==> src/rtl/bp_pht_update_ctrl.sv <==
// rtl/bp_pht_update_ctrl.sv - PHT init sweep, queued saturating RMW training and rollback; BP_PHT_BYPASS_EN selects W->R forwarding over a hazard stall
module bp_pht_update_ctrl #(
  parameter int INDEX_WIDTH = 13,
  parameter int CNT_WIDTH   = 2,
  parameter int CNT_INIT    = 0,
  parameter int QDEPTH_LOG2 = 2
) (
  input  logic                   clk,
  input  logic                   rst_n,
  input  logic                   upd_valid,
  output logic                   upd_ready,
  input  logic [INDEX_WIDTH-1:0] upd_index,
  input  logic                   upd_taken,
  input  logic                   rb_valid,
  input  logic [INDEX_WIDTH-1:0] rb_index,
  input  logic [CNT_WIDTH-1:0]   rb_cnt,
  output logic                   tbl_re,
  output logic [INDEX_WIDTH-1:0] tbl_raddr,
  input  logic [CNT_WIDTH-1:0]   tbl_rdata,
  output logic                   tbl_we,
  output logic [INDEX_WIDTH-1:0] tbl_waddr,
  output logic [CNT_WIDTH-1:0]   tbl_wdata,
  output logic                   init_done,
  output logic [QDEPTH_LOG2:0]   q_count
);

  localparam int QDEPTH = 1 << QDEPTH_LOG2;
  localparam logic [CNT_WIDTH-1:0]   CNT_MAX  = '1;
  localparam logic [CNT_WIDTH-1:0]   INIT_VAL = CNT_WIDTH'(CNT_INIT);
  localparam logic [QDEPTH_LOG2:0]   Q_FULL   = (QDEPTH_LOG2+1)'(QDEPTH);

  typedef enum logic {ST_INIT = 1'b0, ST_RUN = 1'b1} state_e;

  state_e                   state_q, state_d;
  logic [INDEX_WIDTH-1:0]   ptr_q, ptr_d;
  logic [INDEX_WIDTH-1:0]   q_idx_q [QDEPTH];
  logic [INDEX_WIDTH-1:0]   q_idx_d [QDEPTH];
  logic [QDEPTH-1:0]        q_tkn_q, q_tkn_d;
  logic [QDEPTH_LOG2-1:0]   wr_ptr_q, wr_ptr_d;
  logic [QDEPTH_LOG2-1:0]   rd_ptr_q, rd_ptr_d;
  logic [QDEPTH_LOG2:0]     cnt_q, cnt_d;
  logic                     w_valid_q, w_valid_d;
  logic [INDEX_WIDTH-1:0]   w_idx_q, w_idx_d;
  logic                     w_tkn_q, w_tkn_d;
`ifdef BP_PHT_BYPASS_EN
  logic                     w_byp_q, w_byp_d;
  logic [CNT_WIDTH-1:0]     w_byp_data_q, w_byp_data_d;
`endif

  logic                     run;
  logic                     q_empty;
  logic                     q_full;
  logic [INDEX_WIDTH-1:0]   head_idx;
  logic                     head_tkn;
  logic                     hazard;
  logic                     hold;
  logic                     pop;
  logic                     push;
  logic [CNT_WIDTH-1:0]     w_cur;
  logic [CNT_WIDTH-1:0]     w_new;

  // Queue head, hazard detection, pop/accept decisions and the W-stage counter update
  always_comb begin
    run      = rst_n && (state_q == ST_RUN);
    q_empty  = (cnt_q == '0);
    q_full   = (cnt_q == Q_FULL);
    head_idx = q_idx_q[rd_ptr_q];
    head_tkn = q_tkn_q[rd_ptr_q];
    hazard   = w_valid_q && (head_idx == w_idx_q);
`ifdef BP_PHT_BYPASS_EN
    hold     = 1'b0;
    w_cur    = w_byp_q ? w_byp_data_q : tbl_rdata;
`else
    hold     = hazard;
    w_cur    = tbl_rdata;
`endif
    pop      = run && !rb_valid && !q_empty && !hold;
    // A full queue still accepts when the head leaves in the same cycle.
    upd_ready = run && !rb_valid && (!q_full || pop);
    push     = upd_valid && upd_ready;
    if (w_tkn_q) begin
      w_new = (w_cur == CNT_MAX) ? w_cur : w_cur + CNT_WIDTH'(1);
    end else begin
      w_new = (w_cur == '0) ? w_cur : w_cur - CNT_WIDTH'(1);
    end
  end

  // Table port drive: init sweep, else rollback, else W write and R read
  always_comb begin
    tbl_re    = 1'b0;
    tbl_raddr = '0;
    tbl_we    = 1'b0;
    tbl_waddr = '0;
    tbl_wdata = '0;
    init_done = rst_n && (state_q == ST_RUN);
    q_count   = rst_n ? cnt_q : '0;
    if (rst_n) begin
      if (state_q == ST_INIT) begin
        tbl_we    = 1'b1;
        tbl_waddr = ptr_q;
        tbl_wdata = INIT_VAL;
      end else if (rb_valid) begin
        tbl_we    = 1'b1;
        tbl_waddr = rb_index;
        tbl_wdata = rb_cnt;
      end else begin
        if (w_valid_q) begin
          tbl_we    = 1'b1;
          tbl_waddr = w_idx_q;
          tbl_wdata = w_new;
        end
        if (pop) begin
          tbl_re    = 1'b1;
          tbl_raddr = head_idx;
        end
      end
    end
  end

  // Next-state: sweep pointer, FIFO pointers/occupancy and the W register
  always_comb begin
    state_d   = state_q;
    ptr_d     = ptr_q;
    q_idx_d   = q_idx_q;
    q_tkn_d   = q_tkn_q;
    wr_ptr_d  = wr_ptr_q;
    rd_ptr_d  = rd_ptr_q;
    cnt_d     = cnt_q;
    w_valid_d = pop;
    w_idx_d   = pop ? head_idx : w_idx_q;
    w_tkn_d   = pop ? head_tkn : w_tkn_q;
`ifdef BP_PHT_BYPASS_EN
    w_byp_d      = pop && hazard;
    w_byp_data_d = w_new;
`endif
    case (state_q)
      ST_INIT: begin
        ptr_d = ptr_q + INDEX_WIDTH'(1);
        if (ptr_q == '1) begin
          state_d = ST_RUN;
        end
      end
      default: begin
        if (rb_valid) begin
          wr_ptr_d = '0;
          rd_ptr_d = '0;
          cnt_d    = '0;
        end else begin
          if (push) begin
            q_idx_d[wr_ptr_q] = upd_index;
            q_tkn_d[wr_ptr_q] = upd_taken;
            wr_ptr_d          = wr_ptr_q + QDEPTH_LOG2'(1);
          end
          if (pop) begin
            rd_ptr_d = rd_ptr_q + QDEPTH_LOG2'(1);
          end
          if (push && !pop) begin
            cnt_d = cnt_q + (QDEPTH_LOG2+1)'(1);
          end else if (pop && !push) begin
            cnt_d = cnt_q - (QDEPTH_LOG2+1)'(1);
          end
        end
      end
    endcase
  end

  // Control state with synchronous active-low reset
  always_ff @(posedge clk) begin
    if (!rst_n) begin
      state_q   <= ST_INIT;
      ptr_q     <= '0;
      wr_ptr_q  <= '0;
      rd_ptr_q  <= '0;
      cnt_q     <= '0;
      w_valid_q <= 1'b0;
      w_idx_q   <= '0;
      w_tkn_q   <= 1'b0;
`ifdef BP_PHT_BYPASS_EN
      w_byp_q      <= 1'b0;
      w_byp_data_q <= '0;
`endif
    end else begin
      state_q   <= state_d;
      ptr_q     <= ptr_d;
      wr_ptr_q  <= wr_ptr_d;
      rd_ptr_q  <= rd_ptr_d;
      cnt_q     <= cnt_d;
      w_valid_q <= w_valid_d;
      w_idx_q   <= w_idx_d;
      w_tkn_q   <= w_tkn_d;
`ifdef BP_PHT_BYPASS_EN
      w_byp_q      <= w_byp_d;
      w_byp_data_q <= w_byp_data_d;
`endif
    end
  end

  // Queue payload storage; occupancy alone decides validity, so no reset needed
  always_ff @(posedge clk) begin
    q_idx_q <= q_idx_d;
    q_tkn_q <= q_tkn_d;
  end

endmodule

==> config.mk <==
export PLATFORM = sky130hd
export DESIGN_NAME = bp_pht_update_ctrl
export DESIGN_NICKNAME = d
export VERILOG_FILES = /design/src/rtl/bp_pht_update_ctrl.sv
export SDC_FILE = /design/constraint.sdc
export NUM_CORES = 1
export LEC_CHECK = 0
export CAP_MARGIN = 20
export CORE_ASPECT_RATIO = 0.8
export CORE_MARGIN = 4
export CORE_UTILIZATION = 57
export DETAILED_ROUTE_END_ITERATION = 8
export PLACE_DENSITY = 0.84
export RECOVER_POWER = 50
export SLEW_MARGIN = 10
export SYNTH_ARGS = -nofsm -noshare
export SYNTH_HDL_FRONTEND = slang
export SYNTH_SLANG_ARGS = --single-unit
==> constraint.sdc <==
create_clock -name clk -period 7.1 [get_ports clk]
set_input_delay 1.42 -clock clk [delete_from_list [all_inputs] [get_ports clk]]
set_output_delay 1.42 -clock clk [all_outputs]
set_load 0.1 [all_outputs]
==> results of run 1 <==
==> cells by family after synthesis <==
group,after synthesis,share of synthesized area
xor gates and xnor gates,22,0.0486
AOI/OAI and AO/OA,63,0.0949
buffers and inverters,53,0.0495
adders and majority gates,8,0.0240
DFF,92,0.562
muxes,18,0.0846
and+or+nand+nor,123,0.136
==> area by class of cell <==
cell class                 instances  area (µm²)
sequential                        92        2400
fill                             486        1880
multi-input combinational        234        1650
timing repair buffer              72         671
clock inverter                     7         130
inverter                          34         128
clock buffer                       9         124
tap                               87         109
==> worst max-delay path: stages (launching register included) <==
cell,delay (ns)
dfxtp_1,0.65
clkbuf_1,0.69
mux4_1,0.70
xnor2_1,0.17
nand4_1,0.19
or4_1,0.64
nand2_1,0.53
inv_2,0.31
and3_1,0.27
buf_4,0.24
==> worst paths after layout <==
check	startpoint	endpoint
worst max-delay path	rd_ptr_q[0]$_SDFFE_PN0P_	tbl_raddr[9]
worst min-delay path	w_tkn_q$_SDFFE_PN0N_	w_tkn_q$_SDFFE_PN0N_
worst max register to register	rd_ptr_q[0]$_SDFFE_PN0P_	cnt_q[2]$_SDFFE_PN0P_
worst min register to register	w_tkn_q$_SDFFE_PN0N_	w_tkn_q$_SDFFE_PN0N_
==> layout by cell type (no fill, tap or decap), drive strengths merged, types with 3 or more instances in the layout <==
cell type,n
o31ai,4
clkbuf,11
inv,38
ha,5
dfxtp,36
nand2,44
clkdlybuf4s50,40
or3,6
nor2,31
buf,15
mux2i,5
a211oi,6
nor2b,4
xnor2,21
o21ai,13
a22o,8
bufinv,3
nand4,3
mux4,13
nor3,7
and2,8
edfxtp,56
dlygate4sd3,15
a21oi,23
nand3,8
==> power by group through the flow <==
stage               clock [µW]  combinational (µW)  sequential (µW)
floorplan                    0                20.6              580
global placement             0                46.4              580
detailed placement           0                49.8              580
CTS                        442                49.9              568
global route               465                49.6              568
finish                     435                46.4              568
==> metal layers <==
metal | track usage | vias to the layer above | routed length (µm)
met5 | 0 | - | 0
met4 | 0.0751 | 0 | 178
met3 | 0.0502 | 20 | 527
met2 | 0.384 | 104 | 4880
met1 | 0.284 | 1508 | 4170
li1 | - | 1470 | -
==> sequential cells by signal, indices dropped and copies added (netlist names) <==
name,cells
cnt_q,3
ptr_q,13
q_idx_q,52
q_tkn_q,4
rd_ptr_q,2
state_q,1
w_idx_q,13
w_tkn_q,1
w_valid_q,1
wr_ptr_q,2
==> through the flow <==
step / area, µm² / setup WS (ns) / utilization
floorplan: 4270 / 1.37 / -
global placement: 4970 / 1.33 / 0.701
detailed placement: 5000 / 1.28 / 0.704
CTS: 5250 / 1.25 / 0.740
global route: 5220 / 0.579 / 0.735
finish: 5220 / 0.911 / 0.735
==> flow_summary.yaml, run 1 <==
cts:
  cts_inserted_buffers: 9
  clockRootBuffer: "clkbuf_8"
  clock_tree.htree_level_count: 3
  worst_setup_hold_path_clk_slew_ns: 0.09
  post_cts_resized: 0
  tritoncts_clock_tree: "built"
  post-cts-setup-buffer-count: 0
  clock_sink_count: 92
  clock_latency_ns: 0.36
  ctsHoldBuffers: 0
  ctsLongestPathBuffers: 2
finish:
  finish.net_count: 484
  syn2layout_area_growth_pct: 22.0
  finalNonFillerCells: 535
  drive_above_1_share: 0.103
  ant_diodes: 0
sta:
  slew_headroom: 0.149
  final_period_minus_worst_setup_slack_ns: 6.19
  worst-slew-pin-transition_ns: 1.28
  finalSetupTns_ns: 0
  maxClockFrequency_ghz: 0.162
  maxSlewViolCount: 0
  grt_setup_unrepaired: "false"
  hold-worst-slack_ns: 0.490
  finalHoldViolations: 0
  post-route-period-util: 0.872
  worst_clock_skew_ns: 0.00527
  finalSetupViolCount: 0
die:
  floorplan.die_area_mm2: 0.00896
  rows: 27
  die_w_um: 105
  initial_utilization: 0.602
  ios: 70
  die_height_um: 85.5
  core_mm2: 0.00709
route:
  post_drt_via_cell_ratio: 5.80
  wirelength_um: 9750
  firstDrtPassIters: 5
  route.vias.total: 3102
  first_iter_violations: 184
  avgRoutedWirePerCell_um: 18.2
  drc_errors: 0
  antenna_violating_nets_post_route: 0
job:
  timing.max_cap.violations: 0
logic_synthesis:
  synth_sequential_area_ratio: 0.562
  ys_dominant_reg_cell: "edfxtp_1"
  synth.net_count: 420
  cell_types_with_the_largest_area_share_after_synthesis: "edfxtp_1, dfxtp_1, mux4_2"
  synth_largest_type_area_fraction: 0.393
  netlist_area_mm2: 0.00427
  ys_seq_elements: 92
  syn_area_per_cell_um2: 11.3
  post-synth-top-area-cell: "edfxtp_1"
  count_of_flip_flops_with_a_built_in_enable_after_synthesis: 56
  post-synth-top-count-cell: "edfxtp_1"
  ys_types: 48
  async_flop_share: 0
  synth_common_cells: "edfxtp_1, nand2_1, dfxtp_1"
  synthesis.yosys.warnings: 0
  postSynthCellCount: 379
critical_path:
  crit_arrival_ns: 4.77
  cp.required_ns: 5.68
  critical_path_class: "reg -> out"
  setup.reg_to_reg.worst_slack_ns: 2.51
  worst_r2r_path_depth: 10
  worst_setup_path_start_kind: "flip-flop"
  end_kind: "output pin"
  critical_path.max_fanout: 18
global_route:
  grt_start_max_net_pins: 30
  antenna_found_initial: 0
  grt.total_usage: 0.224
  via_count_of_the_first_global_routing_pass: 3093
  global_route.overflow_total: 0
  global_route_wire_length_before_repair_um: 15700
power:
  power.combinational.fraction: 0.044
  pwr-share-seq: 0.541
  pwr-share-clk: 0.415
  internal_power_uw: 828
  power_density_mw_per_mm2: 201
  p_total_uw: 1050
  p_sw_frac: 0.210
  p_switching_uw: 221
  total_leakage_power_uw: 0.00187
  ir_worst_vdd_mv: 0.136
worst_hold_path:
  min_path_cells: 2
  timing.hold.worst.class: "reg -> reg"
place:
  io_buffers: 69
  place_inst: 519
  hpwlAfterDp_um: 7010
  routabilityCongestion: 0.934
run_status:
  result_of_the_run: "finished, final reports clean"
No activity file was read; power rests on OpenSTA's default activity.
==> inputs of run 2 (changes only) <==
--- a/config.mk
+++ b/config.mk
@@ -5,6 +5,7 @@
 export SDC_FILE = /design/constraint.sdc
 export NUM_CORES = 1
 export LEC_CHECK = 0
+export ABC_CLOCK_PERIOD_IN_PS = 7100
 export CAP_MARGIN = 20
 export CORE_ASPECT_RATIO = 0.8
 export CORE_MARGIN = 4
==> results of run 2 <==
The final DEF is identical to that of run 1; final timing and power are the same.
==> inputs of run 3 (changes only) <==
--- a/config.mk
+++ b/config.mk
@@ -5,13 +5,14 @@
 export SDC_FILE = /design/constraint.sdc
 export NUM_CORES = 1
 export LEC_CHECK = 0
-export ABC_CLOCK_PERIOD_IN_PS = 7100
+export ABC_AREA = 1
+export ABC_CLOCK_PERIOD_IN_PS = 6680
 export CAP_MARGIN = 20
 export CORE_ASPECT_RATIO = 0.8
 export CORE_MARGIN = 4
-export CORE_UTILIZATION = 57
+export CORE_UTILIZATION = 54
 export DETAILED_ROUTE_END_ITERATION = 8
-export PLACE_DENSITY = 0.84
+export PLACE_DENSITY = 0.88
 export RECOVER_POWER = 50
 export SLEW_MARGIN = 10
 export SYNTH_ARGS = -nofsm -noshare
==> constraint.sdc (replaced) <==
create_clock -name clk -period 6.68 [get_ports clk]
set_input_delay 1.336 -clock clk [delete_from_list [all_inputs] [get_ports clk]]
set_output_delay 1.336 -clock clk [all_outputs]
set_load 0.1 [all_outputs]
==> run 3 against run 2 <==
Non-clock buffer count is 3 higher. Final area rose by 3.0%. Combinational power up 4%. Critical path depth unchanged. Clock skew increased by 0.0058 ns. Synthesized area up 5.8%. Register-to-register slack better by 0.63 ns. Synthesized cell count up 40%. Sequential share of layout area down 1.3 points. Global-route usage rose by 1.4 points. Count of clock-buffer cells in the layout increased by 3. Highest routed layer unchanged.
==> flow_summary.yaml, run 3 <==
sta:
  final_period_minus_worst_setup_slack_ns: 5.75
  finalSetupViolCount: 0
  post-route-period-util: 0.861
  worst-slew-pin-transition_ns: 0.994
  grt_setup_unrepaired: "false"
  maxClockFrequency_ghz: 0.174
  maxSlewViolCount: 0
  finalHoldViolations: 0
  slew_headroom: 0.335
  finalSetupTns_ns: 0
  worst_clock_skew_ns: 0.0111
finish:
  top_regs: "q_idx_q: 52 flops, ptr_q: 13 flops, w_idx_q: 13 flops"
  syn2layout_area_growth_pct: 18.8
  finish.net_count: 636
  max_flop_register: "q_idx_q"
  largest_register_ff_count: 52
  most-common-layout-cells: "nand2_1, edfxtp_1, inv_1"
  finalNonFillerCells: 708
  final-seq-area_mm2: 0.00240
  layout_commonest_cell: "nand2_1"
  ant_diodes: 0
  drive_above_1_share: 0.108
  finalCoreUtilization: 0.667
  multiInputGateArea_mm2: 0.00176
  fill_cells: 638
worst_hold_path:
  min_path_cells: 2
  beginning_of_the_worst_hold_path: "ptr_q[11]$_SDFFE_PN0N_"
  timing.hold.worst.class: "reg -> reg"
  min_delay_worst_endpoint: "ptr_q[11]$_SDFFE_PN0N_"
die:
  floorplan.die_area_mm2: 0.00991
  die_w_um: 110
  ios: 70
  core_mm2: 0.00806
  rows: 29
  die_height_um: 89.9
  initial_utilization: 0.562
global_route:
  grt_most_used_layer: "met2"
  grt.total_usage: 0.238
  global_route.overflow_total: 0
  met3_usage: 0.0509
  grt_start_max_net_pins: 34
  via_count_of_the_first_global_routing_pass: 3942
  use_met2: 0.386
  antenna_found_initial: 0
  global_route_wire_length_before_repair_um: 18500
  grt_util_met1: 0.309
critical_path:
  critical_path_class: "in -> out"
  critical_path.max_fanout: 33
  cp.required_ns: 5.34
  setup.reg_to_reg.worst_slack_ns: 3.14
  end_kind: "output pin"
  worst_r2r_path_depth: 16
  worst_setup_path_start_kind: "primary input"
  crit_arrival_ns: 4.41
  crit-reg2reg-capture: "q_idx_q[36]$_DFFE_PP_"
  timing.rr.start: "rd_ptr_q[0]$_SDFFE_PN0P_"
place:
  routabilityCongestion: 0.958
  io_buffers: 69
  place_inst: 691
  hpwlAfterDp_um: 8180
cts:
  clock_sink_count: 92
  ctsLongestPathBuffers: 2
  worst_setup_hold_path_clk_slew_ns: 0.09
  clock_tree.htree_level_count: 3
  clockRootBuffer: "clkbuf_8"
  post_cts_resized: 0
  cts_inserted_buffers: 9
  post-cts-setup-buffer-count: 0
  ctsHoldBuffers: 0
  tritoncts_clock_tree: "built"
  clock_latency_ns: 0.36
logic_synthesis:
  post-synth-top-area-cell: "edfxtp_1"
  syn_area_per_cell_um2: 8.50
  ys_types: 36
  synth_largest_type_area_fraction: 0.372
  synthesis.yosys.warnings: 0
  synth.net_count: 573
  count_of_flip_flops_with_a_built_in_enable_after_synthesis: 56
  ys_seq_elements: 92
  async_flop_share: 0
  synth_common_cells: "nand2_1, edfxtp_1, inv_1"
  postSynthCellCount: 532
  synth_sequential_area_ratio: 0.531
  post-synth-top-count-cell: "nand2_1"
  netlist_area_mm2: 0.00452
  cell_types_with_the_largest_area_share_after_synthesis: "edfxtp_1, dfxtp_1, nand2_1"
  ys_dominant_reg_cell: "edfxtp_1"
route:
  wirelength_um: 11500
  antenna_violating_nets_post_route: 0
  drc_errors: 0
  first_iter_violations: 395
  post_drt_via_cell_ratio: 5.64
  firstDrtPassIters: 5
  avgRoutedWirePerCell_um: 16.2
  route.vias.total: 3992
job:
  timing.max_cap.violations: 0
run_status:
  result_of_the_run: "finished, final reports clean"
power:
  total_leakage_power_uw: 0.00212
  power_density_mw_per_mm2: 188
  ir_worst_vdd_mv: 0.124
run 3: changes by cell type in the layout (fill, tap and decap cells not counted), moves of 7 or more:
cell / change
a21oi_1: +20
inv_1: +20
nand3_1: +20
xnor2_1: -18
a22o_1: -8
nor2_1: +21
nand2_1: +110
clkdlybuf4s50_1: -17
a221oi_1: +9
mux4_2: -8
buf_4: +18
nand3_2: +8
nand3b_1: +10
and2_1: -7
run 3: cells by family (layout without fill, tap and decap cells):
kind of cell             after synthesis  count (layout)  share of synthesized area
flip-flops                            92              92                      0.531
adder cells (fa/ha/maj)                6               6                     0.0183
AND/OR/NAND/NOR                      275             275                      0.269
XOR/XNOR                               2               2                    0.00387
buffers and inverters                 79             147                     0.0780
AO/OA/AOI/OAI                         78              78                     0.0993
run 3: final cells by class:
class / count / area share
timing repair buffer: 75 / 0.124
clock inverter: 4 / 0.00512
clock buffer: 12 / 0.0310
multi-input combinational: 361 / 0.328
tap: 108 / 0.0252
inverter: 56 / 0.0391
sequential: 92 / 0.447
run 3: layer usage:
layer  routed length (µm)  part of all wire
met5                    0                 0
met4                  332             0.029
met3                  880             0.077
met2                 5610              0.49
met1                 4650              0.41
run 3: power by group:
| part | switching, µW | internal, µW | leakage (µW) | total (µW) |
|---|---|---|---|---|
| sequential | 1.33 | 602 | 0.000794 | 603 |
| clock | 191 | 169 | 0.0000985 | 360 |
| combinational | 27.4 | 20.8 | 0.00123 | 48.2 |
| total | 220 | 792 | 0.00212 | 1010 |
run 3: worst max-delay path by stage:
| stage | startpoint | endpoint | slack (ns) | cells past startpoint |
|---|---|---|---|---|
| finish | rst_n | tbl_raddr[7] | 0.93 | 9 |
| floorplan | rb_valid | tbl_waddr[11] | 0.90 | 5 |
| detailed placement | rb_valid | tbl_raddr[7] | 1.58 | 7 |
| CTS | rb_valid | tbl_raddr[10] | 1.56 | 7 |
| global route | rst_n | tbl_raddr[7] | 0.75 | 9 |
| global placement | rb_valid | tbl_raddr[7] | 1.71 | 7 |
run 3: critical path: stages:
cell and delay [ns]:
dlygate4sd3_1 0.52, clkbuf_1 0.67, nand2_1 0.24, nor2_1 0.44, o21ai_0 0.20, inv_1 0.14
nand2_4 0.22, nor2_1 0.30, buf_4 0.35
run 3: through the flow:
step                hold slack (ns)  power [µW]  instance area (µm²)  worst slack [ns]
floorplan                     0.460         636                 4520             0.900
global placement              0.491         664                 5170              1.71
detailed placement            0.507         666                 5170              1.58
CTS                           0.518        1020                 5360              1.56
global route                  0.542        1050                 5370             0.748
finish                        0.517        1010                 5370             0.931
